`config.mk`:
```
export PLATFORM = sky130hd
export DESIGN_NAME = frame_tx_scheduler
export DESIGN_NICKNAME = d
export VERILOG_FILES = /design/src/rtl/frame_tx_scheduler.sv
export SDC_FILE = /design/constraint.sdc
export NUM_CORES = 1
export LEC_CHECK = 0
export ABC_AREA = 1
export CORE_MARGIN = 5
export CORE_UTILIZATION = 40
export DETAILED_ROUTE_END_ITERATION = 10
export PLACE_DENSITY = 0.58
export SLEW_MARGIN = 0
export SYNTH_ARGS = -nofsm -noshare
export SYNTH_HDL_FRONTEND = slang
export SYNTH_SLANG_ARGS = --single-unit
```
`constraint.sdc`:
```
create_clock -name clock -period 1.77 [get_ports clock]
set_clock_uncertainty 0.2 [all_clocks]
set_input_delay 0.177 -clock clock [delete_from_list [all_inputs] [get_ports clock]]
set_output_delay 0.177 -clock clock [all_outputs]
set_load 0.01 [all_outputs]
```
`src/rtl/frame_tx_scheduler.sv`:
```
// frame_tx_scheduler: frame tick / sampling-start generator plus the
// credit tracker and packet launcher between the frame assembler and
// the LPC packet transmitter.
// Optional feature macro: WATCHDOG_EN (packet-completion watchdog).
module frame_tx_scheduler #(
  parameter int FRAME_DIV    = 50000,
  parameter int START_FRAMES = 16,
  parameter int DEPTH        = 8,
  parameter int PKT_TIMEOUT  = 200000
) (
  input  logic       clock,
  input  logic       reset,
  input  logic       enable,
  output logic       msec,
  output logic       timer,
  input  logic       frame_rdy,
  input  logic       packet_sent,
  input  logic       tx_busy,
  output logic       tx_start,
  output logic [3:0] rd_slot,
  output logic [3:0] occupancy,
  output logic       overflow,
  output logic       underflow,
  output logic       timeout
);

  localparam int DW = $clog2(FRAME_DIV);
  localparam int TW = $clog2(START_FRAMES + 1);

  localparam logic [DW-1:0] DIV_LAST   = DW'(FRAME_DIV - 1);
  localparam logic [TW-1:0] TICK_END   = TW'(START_FRAMES);
  localparam logic [TW-1:0] TICK_PRE   = TW'(START_FRAMES - 1);
  localparam logic [3:0]    OCC_FULL   = 4'(DEPTH);
  localparam logic [3:0]    SLOT_LAST  = 4'(DEPTH - 1);

  // One-hot state encoding
  localparam logic [4:0] IDLE      = 5'b00001;
  localparam logic [4:0] ARMED     = 5'b00010;
  localparam logic [4:0] READY     = 5'b00100;
  localparam logic [4:0] LAUNCH    = 5'b01000;
  localparam logic [4:0] WAIT_DONE = 5'b10000;

  logic [4:0]    state;
  logic [DW-1:0] div_cnt;
  logic [TW-1:0] tick_cnt;
  logic          inc;
  logic          dec;
  logic          wd_fire;

  // Frames only count once sampling has started; the watchdog retires a
  // stuck packet exactly as a packet_sent would.
  assign inc      = frame_rdy & timer;
  assign dec      = packet_sent | wd_fire;
  assign tx_start = (state == LAUNCH);

  // Frame tick divider: one-cycle msec pulse on each wrap to 0
  always_ff @(posedge clock or posedge reset) begin
    if (reset) begin
      div_cnt <= '0;
      msec    <= 1'b0;
    end else if (!enable) begin
      div_cnt <= '0;
      msec    <= 1'b0;
    end else if (div_cnt == DIV_LAST) begin
      div_cnt <= '0;
      msec    <= 1'b1;
    end else begin
      div_cnt <= div_cnt + 1'b1;
      msec    <= 1'b0;
    end
  end

  // Start delay: count ticks up to START_FRAMES, raise timer after the last one
  always_ff @(posedge clock or posedge reset) begin
    if (reset) begin
      tick_cnt <= '0;
      timer    <= 1'b0;
    end else if (!enable) begin
      tick_cnt <= '0;
      timer    <= 1'b0;
    end else if (msec && tick_cnt != TICK_END) begin
      tick_cnt <= tick_cnt + 1'b1;
      if (tick_cnt == TICK_PRE) timer <= 1'b1;
    end
  end

  // Credit counter with sticky overflow/underflow; simultaneous +/- cancel
  always_ff @(posedge clock or posedge reset) begin
    if (reset) begin
      occupancy <= '0;
      overflow  <= 1'b0;
      underflow <= 1'b0;
    end else if (!enable) begin
      occupancy <= '0;
    end else if (inc && !dec) begin
      if (occupancy == OCC_FULL) overflow <= 1'b1;
      else                       occupancy <= occupancy + 4'd1;
    end else if (dec && !inc) begin
      if (occupancy == 4'd0) underflow <= 1'b1;
      else                   occupancy <= occupancy - 4'd1;
    end
  end

  // Launch sequencer: one packet in flight, slot pointer advances on completion
  always_ff @(posedge clock or posedge reset) begin
    if (reset) begin
      state   <= IDLE;
      rd_slot <= '0;
    end else if (!enable) begin
      state   <= IDLE;
      rd_slot <= '0;
    end else begin
      case (state)
        IDLE:      state <= ARMED;
        ARMED:     if (timer) state <= READY;
        READY:     if (occupancy != 4'd0 && !tx_busy) state <= LAUNCH;
        LAUNCH:    state <= WAIT_DONE;
        WAIT_DONE: if (packet_sent || wd_fire) begin
          state   <= READY;
          rd_slot <= (rd_slot == SLOT_LAST) ? 4'd0 : rd_slot + 4'd1;
        end
        default:   state <= IDLE;
      endcase
    end
  end

`ifdef WATCHDOG_EN
  localparam int WW = $clog2(PKT_TIMEOUT);
  localparam logic [WW-1:0] WD_LAST = WW'(PKT_TIMEOUT - 1);

  logic [WW-1:0] wd_cnt;
  logic          timeout_q;

  assign wd_fire = enable && (state == WAIT_DONE) && (wd_cnt == WD_LAST) && !packet_sent;
  assign timeout = timeout_q;

  // Watchdog: count cycles spent waiting for packet_sent, flag on expiry
  always_ff @(posedge clock or posedge reset) begin
    if (reset) begin
      wd_cnt    <= '0;
      timeout_q <= 1'b0;
    end else begin
      if (state == WAIT_DONE && !packet_sent && !wd_fire) wd_cnt <= wd_cnt + 1'b1;
      else                                                 wd_cnt <= '0;
      if (wd_fire) timeout_q <= 1'b1;
    end
  end
`else
  // No watchdog: WAIT_DONE waits forever. PKT_TIMEOUT is referenced only so
  // the parameter stays part of the interface; the expression is constant 0.
  assign wd_fire = 1'b0;
  assign timeout = (PKT_TIMEOUT < 1);
`endif

endmodule

```
==> results.yml <==
run_status:
  status: "finished clean"
yosys:
  synth_cell_type_count: 37
  synth_cells: 271
  avgSynthCellArea_um2: 8.140
  synth_seq_area_share: 0.4317
  synthesis.area_mm2: 0.002206
  synth_seq_cells: 38
  synth_fp_nets: 284
  yosys_warnings: 0
die:
  ios: 20
  row_count: 27
  fp.dieW_um: 84.26
  die_h_um: 84.26
  die-area_mm2: 0.007100
  core_mm2: 0.005439
  initial_core_util: 0.4056
timing:
  hold_viol: 0
  max_freq_mhz: 589.2
  hold_ws_ns: 0.02840
  timing.final.crit_period_ns: 1.697
  finalCritPeriodShare: 0.9588
  slew_violations: 0
  setup_violations: 0
  rsz0062_at_grt: "false"
critical_path:
  worstPathArrival_ns: 1.32
  rrSetupSlack_ns: 0.13
  cp_max_fo: 3
  startpoint_type: "flop"
  cp_slowest_cell: "clkdlybuf4s50_1"
  crit_chain: "buf_4, clkdlybuf4s50_1"
  crit_type: "reg2out"
  cpPeakStageDelay_ns: 0.52
  crit_required_ns: 1.39
  worst-path-buf-inv: 2
  cp-end-kind: "primary output"
  cp_top_family: "buffers and inverters"
power_and_ir_drop:
  leakage_nw: 1.208
  power_density_mw_per_mm2: 846.2
  ir_worst_vdd_mv: 0.4271
route:
  vias: 1816
  first_pass_iters: 4
  drc: 0
  final_antenna_net_count: 0
  first_iter_violations: 36
  wl_per_cell_um: 11.29
  avgViaCountPerCell: 4.717
  finalWirelength_mm: 4.346
job:
  maxCapViolCount: 0
finish:
  diodes: 0
  fill_cells: 536
  syn_to_final_growth_pct: 23.71
  stdcell_area_mm2: 0.002729
  seqCellArea_um2: 953.4
  multi_input_area_mm2: 0.001086
  drive_gt1_frac: 0.2077
  nets: 325
cts:
  cts_tree: "done"
  htreeDepth: 2
  clock_latency_ns: 0.29
  clk_path_buf_depth: 2
  clk_pin_slew_ns: 0.08
  cts-root-buf: "clkbuf_8"
  cts_buffers: 5
  holdBufCountCts: 0
  clkSinkCount: 38
global_routing:
  grt.total_usage: 0.1321
  grt_max_degree: 39
  grt_pass1_vias: 1773
  overflow: 0
  grt_first_pass_wirelength_mm: 7.700
  antenna_found_initial: 0
placement:
  place_congestion: 0.7735
  dpl_cell_area_mm2: 0.002603
  port-buffer-count: 18
  dp_hpwl_mm: 3.209
worst_hold_path:
  hold_path.class: "in2async"
cells in the final DEF, fill, tap and decap left out, types with 2 or more instances in the layout:
cell / instances
xnor2_1: 2
o21ai_2: 2
dfrtp_1: 36
inv_1: 39
clkbuf_8: 6
inv_2: 3
nand2_2: 7
nor2_4: 5
ha_1: 7
nor3_2: 2
o21ai_0: 12
nand4_1: 7
buf_12: 2
nor2_2: 9
nor2_1: 30
nand2_1: 48
nand3_2: 2
o21ai_4: 2
buf_4: 18
nor3_1: 5
nand3_1: 20
o21ai_1: 4
a21oi_1: 5
clkdlybuf4s50_1: 17
xor2_1: 6
Yosys cell counts:
cell type | number | share of area
nor2_1 | 31 | 0.053
nor2_2 | 8 | 0.023
nand4_2 | 1 | 0.0057
o21ai_4 | 2 | 0.015
a21oi_1 | 5 | 0.011
o21ai_0 | 12 | 0.027
nor3_4 | 1 | 0.0074
o21ai_1 | 4 | 0.0091
inv_1 | 39 | 0.066
o21ai_2 | 2 | 0.0079
a211oi_1 | 1 | 0.0034
dfrtp_1 | 37 | 0.42
o211ai_1 | 1 | 0.0034
buf_2 | 2 | 0.0045
o21bai_1 | 1 | 0.0034
inv_2 | 3 | 0.0051
nor4_2 | 1 | 0.0057
nor3_2 | 2 | 0.0091
nor3_1 | 5 | 0.011
a22oi_1 | 1 | 0.0034
nor3b_1 | 1 | 0.0034
a41o_1 | 1 | 0.0045
nand3_1 | 20 | 0.045
xnor2_1 | 2 | 0.0079
nand3_2 | 2 | 0.0091
conb_1 | 1 | 0.0017
clkbuf_1 | 1 | 0.0017
xor2_1 | 6 | 0.024
nand4_1 | 7 | 0.020
nand3b_1 | 1 | 0.0034
o22ai_1 | 1 | 0.0028
buf_4 | 1 | 0.0034
ha_1 | 7 | 0.040
nand2_2 | 7 | 0.020
nor2_4 | 5 | 0.026
dfstp_2 | 1 | 0.012
nand2_1 | 48 | 0.082
worst reg2reg max path, delay by kind of cell, from the launching register on:
family,cells,cell delay [ns]
AND/OR/NAND/NOR,7,0.62
flip-flops,1,0.38
adder cells (fa/ha/maj),1,0.35
registers in the layout, summed over array words and instances, names as in the netlist:
register,cells
underflow,1
overflow,1
rd_slot,4
tick_cnt,5
div_cnt,16
timer,1
state,5
msec,1
occupancy,4
cells by family after synthesis:
group	share of synthesized area
flip-flops	0.4317
buffers and inverters	0.08111
AND/OR/NAND/NOR	0.3227
AO/OA/AOI/OAI	0.09133
other	0.001700
adder cells (fa/ha/maj)	0.03970
XOR/XNOR	0.03177
what timing repair did:
| action | in CTS | in global routing |
|---|---|---|
| endpoints found under the hold margin | 0 | 0 |
| resized for setup | 3 | 4 |
| pin swaps | 0 | 1 |
| endpoints found under the setup margin | 1 | 12 |
| setup buffers | 0 | 2 |
per-stage QoR:
step	instances	util	setup TNS (ns)	setup WS (ns)	total power [W]
4_1_cts	383	0.4955	0	0.005057	0.002333
3_5_place_dp	375	0.4785	-0.5043	-0.2021	0.001703
3_3_place_gp	375	0.4785	-0.4936	-0.1503	0.001700
6_report	385	0.5017	0	0.07286	0.002309
5_1_grt	385	0.5017	0	0.005346	0.002488
2_1_floorplan	271	-	0	0.1291	0.001434
where the power goes:
part           total (W)  leakage [nW]  internal (W)  switching [W]
logic           0.000653         0.654      0.000319       0.000334
registers        0.00104         0.505      0.000952      0.0000890
clock network   0.000615        0.0482      0.000314       0.000300
total            0.00231          1.21       0.00159       0.000724
path summary, 6_finish.rpt:
kind | startpoint | endpoint | cells past startpoint
max | timer$_DFFE_PP0P_ | timer | 2
min | reset | rd_slot[2]$_DFFE_PP0P_ | 3
max reg2reg | timer$_DFFE_PP0P_ | occupancy[3]$_DFFE_PP0P_ | 8
min reg2reg | overflow$_DFFE_PP0P_ | overflow$_DFFE_PP0P_ | 2
max in group asynchronous | reset | state[0]$_DFFE_PP1P_ | 3
min in group clock | overflow$_DFFE_PP0P_ | overflow$_DFFE_PP0P_ | 2
area by class of cell:
cell class	instances	area share
Timing Repair Buffer	38	0.1284
Clock buffer	7	0.03164
Tap cell	72	0.03301
Multi-Input combinational cell	187	0.3980
Inverter	42	0.05777
Clock inverter	1	0.001834
Sequential cell	38	0.3494
per-layer routing:
layer | track usage | vias up | routed length (µm)
met5 | 0 | - | 0
met4 | 0.05117 | 0 | 72
met3 | 0.03827 | 6 | 155
met2 | 0.2116 | 17 | 1981
met1 | 0.1681 | 838 | 2137
li1 | - | 955 | -
(Power assumes the default switching activity.)
